==> src/rtl/sha256_feeder_pkg.sv <==
// Shared state encoding and sha256 core register map for the feeder and the core.
package sha256_feeder_pkg;

    typedef enum logic [2:0] {
        StIdle,
        StAbsorb,
        StWrWord,
        StPad,
        StKick,
        StWait,
        StRead
    } feeder_state_e;

    localparam logic [7:0] ADDR_CTRL    = 8'h08;
    localparam logic [7:0] ADDR_STATUS  = 8'h09;
    localparam logic [7:0] ADDR_BLOCK0  = 8'h10;
    localparam logic [7:0] ADDR_DIGEST0 = 8'h20;

    localparam int unsigned CTRL_INIT_BIT    = 0;
    localparam int unsigned CTRL_NEXT_BIT    = 1;
    localparam int unsigned STATUS_READY_BIT = 0;

    localparam logic [31:0] PAD_WORD = 32'h8000_0000;

    function automatic logic [31:0] ctrl_word(input logic first_blk);
        logic [31:0] w;
        w = '0;
        if (first_blk) w[CTRL_INIT_BIT] = 1'b1;
        else           w[CTRL_NEXT_BIT] = 1'b1;
        return w;
    endfunction

endpackage

==> src/rtl/sha256_word_packer.sv <==
// Packs message bytes big-endian into a 32-bit word and inserts the 0x80 pad byte after a
// mid-word final byte.
module sha256_word_packer
    import sha256_feeder_pkg::*;
(
    input  logic        clk,
    input  logic        reset_n,
    input  logic        push_i,
    input  logic [7:0]  data_i,
    input  logic        last_i,
    input  logic        clear_i,
    output logic [31:0] word_o,
    output logic [1:0]  byte_idx_o
);

    logic [31:0] word_q, word_d;
    logic [1:0]  idx_q, idx_d;
    logic [4:0]  hi_bit;

    always_comb begin
        word_d = word_q;
        idx_d  = idx_q;
        hi_bit = 5'd31 - {idx_q, 3'b000};
        if (clear_i) begin
            word_d = '0;
            idx_d  = '0;
        end else if (push_i) begin
            word_d[hi_bit -: 8] = data_i;
            // A final byte in slot 3 leaves the 0x80 for the next word.
            if (last_i && idx_q != 2'd3) word_d[hi_bit - 5'd8 -: 8] = PAD_WORD[31:24];
            idx_d = idx_q + 2'd1;
        end
    end

    always_ff @(posedge clk) begin
        if (!reset_n) begin
            word_q <= '0;
            idx_q  <= '0;
        end else begin
            word_q <= word_d;
            idx_q  <= idx_d;
        end
    end

    assign word_o     = word_q;
    assign byte_idx_o = idx_q;

endmodule

==> src/rtl/sha256_feeder.sv <==
// Byte-stream front end for the sha256 core: packs and pads the message, drives the core's
// register bus block by block and reads back the digest.
module sha256_feeder
    import sha256_feeder_pkg::*;
#(
    parameter int unsigned LEN_W = 32
) (
    input  logic         clk,
    input  logic         reset_n,
    input  logic         in_valid,
    output logic         in_ready,
    input  logic [7:0]   in_data,
    input  logic         in_last,
    output logic         sha_cs,
    output logic         sha_we,
    output logic [7:0]   sha_address,
    output logic [31:0]  sha_write_data,
    input  logic [31:0]  sha_read_data,
    output logic         busy,
    output logic         digest_valid,
    output logic [255:0] digest
);

    feeder_state_e    state_q, state_d;
    logic [3:0]       word_idx_q, word_idx_d;
    logic [LEN_W-1:0] byte_cnt_q, byte_cnt_d;
    logic             first_blk_q, first_blk_d;
    logic             last_seen_q, last_seen_d;
    logic             pad80_q, pad80_d;
    logic             mark80_q, mark80_d;
    logic             len_fits_q, len_fits_d;
    logic             len_done_q, len_done_d;
    logic             wait_first_q, wait_first_d;
    logic             in_ready_q, in_ready_d;
    logic             digest_valid_q, digest_valid_d;
    logic [255:0]     digest_q, digest_d;

    logic             xfer;
    logic             pk_clear;
    logic [31:0]      pk_word;
    logic [1:0]       pk_idx;
    logic [63:0]      bit_len;
    logic [7:0]       rd_hi;

    assign xfer    = in_valid & in_ready_q;
    assign bit_len = 64'(byte_cnt_q) << 3;
    assign rd_hi   = 8'd255 - {word_idx_q[2:0], 5'b00000};

    sha256_word_packer u_packer (
        .clk        (clk),
        .reset_n    (reset_n),
        .push_i     (xfer),
        .data_i     (in_data),
        .last_i     (in_last),
        .clear_i    (pk_clear),
        .word_o     (pk_word),
        .byte_idx_o (pk_idx)
    );

    always_comb begin
        state_d        = state_q;
        word_idx_d     = word_idx_q;
        byte_cnt_d     = byte_cnt_q;
        first_blk_d    = first_blk_q;
        last_seen_d    = last_seen_q;
        pad80_d        = pad80_q;
        mark80_d       = mark80_q;
        len_fits_d     = len_fits_q;
        len_done_d     = len_done_q;
        wait_first_d   = wait_first_q;
        digest_valid_d = digest_valid_q;
        digest_d       = digest_q;
        pk_clear       = 1'b0;
        sha_cs         = 1'b0;
        sha_we         = 1'b0;
        sha_address    = '0;
        sha_write_data = '0;

        unique case (state_q)
            StIdle, StAbsorb: begin
                if (xfer) begin
                    byte_cnt_d     = byte_cnt_q + LEN_W'(1);
                    digest_valid_d = 1'b0;
                    if (in_last) begin
                        last_seen_d = 1'b1;
                        pad80_d     = (pk_idx == 2'd3);
                    end
                    state_d = (in_last || pk_idx == 2'd3) ? StWrWord : StAbsorb;
                end
            end
            StWrWord: begin
                sha_cs         = 1'b1;
                sha_we         = 1'b1;
                sha_address    = ADDR_BLOCK0 + {4'b0000, word_idx_q};
                sha_write_data = pk_word;
                pk_clear       = 1'b1;
                word_idx_d     = word_idx_q + 4'd1;
                if (last_seen_q && !pad80_q && !mark80_q) begin
                    mark80_d   = 1'b1;
                    len_fits_d = (word_idx_q <= 4'd13);
                end
                if (word_idx_q == 4'd15) state_d = StKick;
                else if (last_seen_q)    state_d = StPad;
                else                     state_d = StAbsorb;
            end
            StPad: begin
                sha_cs      = 1'b1;
                sha_we      = 1'b1;
                sha_address = ADDR_BLOCK0 + {4'b0000, word_idx_q};
                word_idx_d  = word_idx_q + 4'd1;
                if (pad80_q) begin
                    sha_write_data = PAD_WORD;
                    pad80_d        = 1'b0;
                    mark80_d       = 1'b1;
                    len_fits_d     = (word_idx_q <= 4'd13);
                end else if (len_fits_q && word_idx_q == 4'd14) begin
                    sha_write_data = bit_len[63:32];
                end else if (len_fits_q && word_idx_q == 4'd15) begin
                    sha_write_data = bit_len[31:0];
                    len_done_d     = 1'b1;
                end
                if (word_idx_q == 4'd15) state_d = StKick;
            end
            StKick: begin
                sha_cs         = 1'b1;
                sha_we         = 1'b1;
                sha_address    = ADDR_CTRL;
                sha_write_data = ctrl_word(first_blk_q);
                first_blk_d    = 1'b0;
                // Pad byte already placed but length did not fit: it goes in the next block.
                if (mark80_q) len_fits_d = 1'b1;
                wait_first_d   = 1'b1;
                state_d        = StWait;
            end
            StWait: begin
                sha_cs       = 1'b1;
                sha_address  = ADDR_STATUS;
                wait_first_d = 1'b0;
                if (!wait_first_q && sha_read_data[STATUS_READY_BIT]) begin
                    if (len_done_q)       state_d = StRead;
                    else if (last_seen_q) state_d = StPad;
                    else                  state_d = StAbsorb;
                end
            end
            StRead: begin
                sha_cs               = 1'b1;
                sha_address          = ADDR_DIGEST0 + {5'b00000, word_idx_q[2:0]};
                digest_d[rd_hi -: 32] = sha_read_data;
                word_idx_d           = word_idx_q + 4'd1;
                if (word_idx_q[2:0] == 3'd7) begin
                    word_idx_d     = '0;
                    digest_valid_d = 1'b1;
                    first_blk_d    = 1'b1;
                    byte_cnt_d     = '0;
                    last_seen_d    = 1'b0;
                    pad80_d        = 1'b0;
                    mark80_d       = 1'b0;
                    len_fits_d     = 1'b0;
                    len_done_d     = 1'b0;
                    state_d        = StIdle;
                end
            end
            default: state_d = StIdle;
        endcase

        in_ready_d = (state_d == StIdle) || (state_d == StAbsorb);
    end

    always_ff @(posedge clk) begin
        if (!reset_n) begin
            state_q        <= StIdle;
            word_idx_q     <= '0;
            byte_cnt_q     <= '0;
            first_blk_q    <= 1'b1;
            last_seen_q    <= 1'b0;
            pad80_q        <= 1'b0;
            mark80_q       <= 1'b0;
            len_fits_q     <= 1'b0;
            len_done_q     <= 1'b0;
            wait_first_q   <= 1'b0;
            in_ready_q     <= 1'b0;
            digest_valid_q <= 1'b0;
            digest_q       <= '0;
        end else begin
            state_q        <= state_d;
            word_idx_q     <= word_idx_d;
            byte_cnt_q     <= byte_cnt_d;
            first_blk_q    <= first_blk_d;
            last_seen_q    <= last_seen_d;
            pad80_q        <= pad80_d;
            mark80_q       <= mark80_d;
            len_fits_q     <= len_fits_d;
            len_done_q     <= len_done_d;
            wait_first_q   <= wait_first_d;
            in_ready_q     <= in_ready_d;
            digest_valid_q <= digest_valid_d;
            digest_q       <= digest_d;
        end
    end

    assign in_ready     = in_ready_q;
    assign busy         = (state_q != StIdle);
    assign digest_valid = digest_valid_q;
    assign digest       = digest_q;

endmodule

==> config.mk <==
export PLATFORM = sky130hd
export DESIGN_NAME = sha256_feeder
export DESIGN_NICKNAME = d
export VERILOG_FILES = /design/src/rtl/sha256_feeder_pkg.sv /design/src/rtl/sha256_word_packer.sv /design/src/rtl/sha256_feeder.sv
export SDC_FILE = /design/constraint.sdc
export NUM_CORES = 1
export LEC_CHECK = 0
export BUFFER_PORTS_ARGS = -buffer_cell sky130_fd_sc_hd__buf_2
export CORE_UTILIZATION = 40
export DETAILED_ROUTE_END_ITERATION = 10
export PLACE_DENSITY = 0.74
export SYNTH_ARGS = -nofsm -noshare
export SYNTH_HDL_FRONTEND = slang
export SYNTH_HIERARCHICAL = 1
export SYNTH_SLANG_ARGS = --single-unit
==> constraint.sdc <==
create_clock -name clk -period 2.4 [get_ports clk]
set_input_delay 0 -clock clk [delete_from_list [all_inputs] [get_ports clk]]
set_output_delay 0 -clock clk [all_outputs]
set_load 0.01 [all_outputs]
==> summary.txt <==
Die
  – Die height: 189.9 um
  – Core area: 34630 um2
  – Initial Utilization: 40.80%
  – Die area: 36070 um2
  – IO Pins: 345
  – # rows: 68
  – Die Width: 189.9 um

Detailed routing
  – Routed WL: 50050 um
  – Antenna-violating nets left: 0
  – Vias per Instance: 5.568
  – Drt first pass iters: 5
  – Routed vias: 13740
  – # DRC: 0
  – Wirelength per Cell: 20.28 um
  – DR iter-0 viols: 1042

Power
  – Worst VDD drop: 0.0006307 V
  – Sw Share: 22.98%
  – Net Sw Power: 2.789 mW
  – Comb power frac: 4.5%
  – Lkg Pwr: 7.194 nW
  – Clock share of power: 48.9%
  – Internal: 9.346 mW
  – Part of the power in registers: 46.6%
  – Pwr Density: 671.1 nW/um2

Worst setup path
  – Crit path required time: 2.40 ns
  – Critical path fanouts, max: 15
  – Critical path class: reg -> out
  – Slowest stage delay, CP: 0.34 ns
  – Bufs and invs on worst path: 4
  – Top delay family on crit path: buffers and inverters
  – Most used cell along the critical path: buf_6
  – CP endpoint kind: output pin
  – Slowest CP cell: nor4_4
  – Crit-path cells: buf_6 -> ha_4 -> nand4_1 -> nor4_4 -> buf_6 -> buf_12 -> a22o_1 -> buf_2
  – Startpoint types: register
  – Crit path DAT: 2.32 ns

Clock tree
  – CTS clk-pin slew, worst paths: 0.06 ns
  – Clock Path Buffers: 3
  – CTS sink cnt: 338
  – CTS tree: built
  – Clk_lat worst skew: 0.55 ns
  – CTS HTree Levels: 2
  – CTS root buf: clkbuf_16
  – CTS buffer count: 38

Yosys
  – Area leader, netlist: dfxtp_1
  – Area of the mapped netlist: 14130 um2
  – Netlist cell types: 56
  – Yosys top cell area share: 47.90%
  – Top_reg_cell synth: dfxtp_1
  – Post-synthesis cell count: 1670
  – Yosys reg bits: 338
  – Ys async rst share: 0%
  – Syn_area_per_cell: 8.459 um2
  – Register area share after synthesis: 47.90%
  – Synth Warn #: 6
  – Area contributors post-synth: dfxtp_1 (48%), a21boi_0 (14%), nand3_1 (9.6%), nand2_1 (7.9%), clkbuf_1 (3.2%)
  – Post-synth EDFFs: 0

Final layout
  – Most common cell after layout, fill and taps aside: buf_2
  – Most frequent cells in the layout: buf_2 (341), dfxtp_1 (335), nand2_1 (297)
  – Share of cells above drive strength 1: 24.24%
  – Fill count: 3171
  – Layout Nets: 2042
  – N_diodes: 0
  – Layout area overhead: 28.00%
  – Final non-filler cell total: 2468

Global routing
  – First-pass GRT wire length: 75180 um
  – Largest net degree at the start of global routing: 111
  – Gr ovfl total: 0
  – GR Util All Layers: 26.93%
  – Antenna violations before repair: 0
  – Vias in the first global route: 12950

Job
  – Max cap viols: 0

STA
  – Fin crit period: 2.325 ns
  – Setup ws final: 0.07536 ns
  – Slew Limit Headroom: 62.35%
  – Final Hold Fails: 0
  – Final setup fails: 0
  – Worst-margin pin slew: 0.5648 ns
  – Setup Skew: 0.01948 ns
  – Fmax: 430.2 MHz
  – Hold WS: 0.03315 ns
  – Final period util: 96.86%
  – Slew Limit Fails: 0

Hold path
  – Hold Path Class: in -> reg

Place
  – DP HPWL: 33210 um
  – Placed cells: 2352
  – RD Place Congestion: 0.9119
  – Pre-CTS WS: 0.3131 ns
  – # port buffers: 342

Outcome
  – Outcome: finished, final reports clean
## path summary, 6_finish.rpt
check / start / end / slack (ns) / cells past startpoint
worst max-delay path: word_idx_q[1] / sha_write_data[7] / 0.08 / 8
worst min-delay path: in_valid / state_q[0] / 0.03 / 6
worst max register to register: state_q[1] / byte_cnt_q[19] / 0.23 / 6
worst min register to register: digest[71] / digest[71] / 0.46 / 2
## worst min-delay path, delay by kind of cell
kind / cells / cell delay (ns)
AO/OA/AOI/OAI: 2 / 0.20
AND/OR/NAND/NOR: 3 / 0.23
buffers and inverters: 1 / 0.10
## flip-flops by register name, summed over array words and instances, names as in the netlist
signal,flops
digest_valid,1
state_q,3
u_packer/byte_idx_o,2
digest,256
byte_cnt_q,32
first_blk_q,1
wait_first_q,1
len_fits_q,1
in_ready,1
len_done_q,1
u_packer/word_o,32
word_idx_q,4
mark80_q,1
pad80_q,1
last_seen_q,1
## per-stage QoR
stage                     instance area [um2]  power (mW)  utilization (%)  setup TNS (ns)
after floorplan                         14130       6.077                -               0
after CTS                               18020       12.21            52.03               0
after detailed placement                16260       6.254            46.97               0
final                                   18080       12.14            52.22               0
after global placement                  16260       6.247            46.97               0
after global routing                    18080       12.47            52.22        -0.01881
## area by class of cell
class	count	area, um2	share of cell area, %
Clock inverter	14	173.9	0.9617
Clock buffer	53	1089	6.019
Inverter	12	48.80	0.2698
Sequential cell	338	6770	37.44
Tap cell	455	569.3	3.148
Multi-Input combinational cell	1152	6721	37.17
Timing Repair Buffer	444	2711	14.99
## power by group through the flow
stage / registers, mW / logic [mW] / clock network, mW
after floorplan: 5.77 / 0.307 / 0
after global placement: 5.78 / 0.471 / 0
after detailed placement: 5.78 / 0.476 / 0
after CTS: 5.65 / 0.534 / 6.02
after global routing: 5.65 / 0.576 / 6.24
final: 5.65 / 0.548 / 5.93
## synthesized netlist by cell type, drive strengths merged (14+ instances only)
cell type    n
dfxtp      338
a22o        29
nor2        69
o21ai       14
buf         47
xnor2       16
a21oi       23
clkbuf     122
a22oi       33
nand2      299
nand3      271
a21boi     259
## cell families (layout without fill, tap and decap cells)
family	after synthesis	count (layout)	synth area share, %
muxes	4	4	0.2834
and+or+nand+nor	733	733	24.14
AOI/OAI and AO/OA	378	378	19.95
buffers and inverters	181	523	5.208
other	1	2	0.02654
adders and majority gates	12	12	1.063
DFF	338	338	47.90
xor gates and xnor gates	23	23	1.426
## what timing repair did
action | CTS | global route
cloned | 1 | 0
hold buffers | 42 | 0
setup endpoints to repair | 31 | 27
pin swaps | 0 | 2
buffers inserted | 2 | 4
endpoints found under the hold margin | 301 | 0
resized for setup | 5 | 11
## routing by layer
layer	global-route usage, %	wire (um)
met1	32.82	19870
met2	43.82	23520
met3	7.748	4897
met4	12.10	1768
met5	0	0
(Power assumes the default switching activity.)
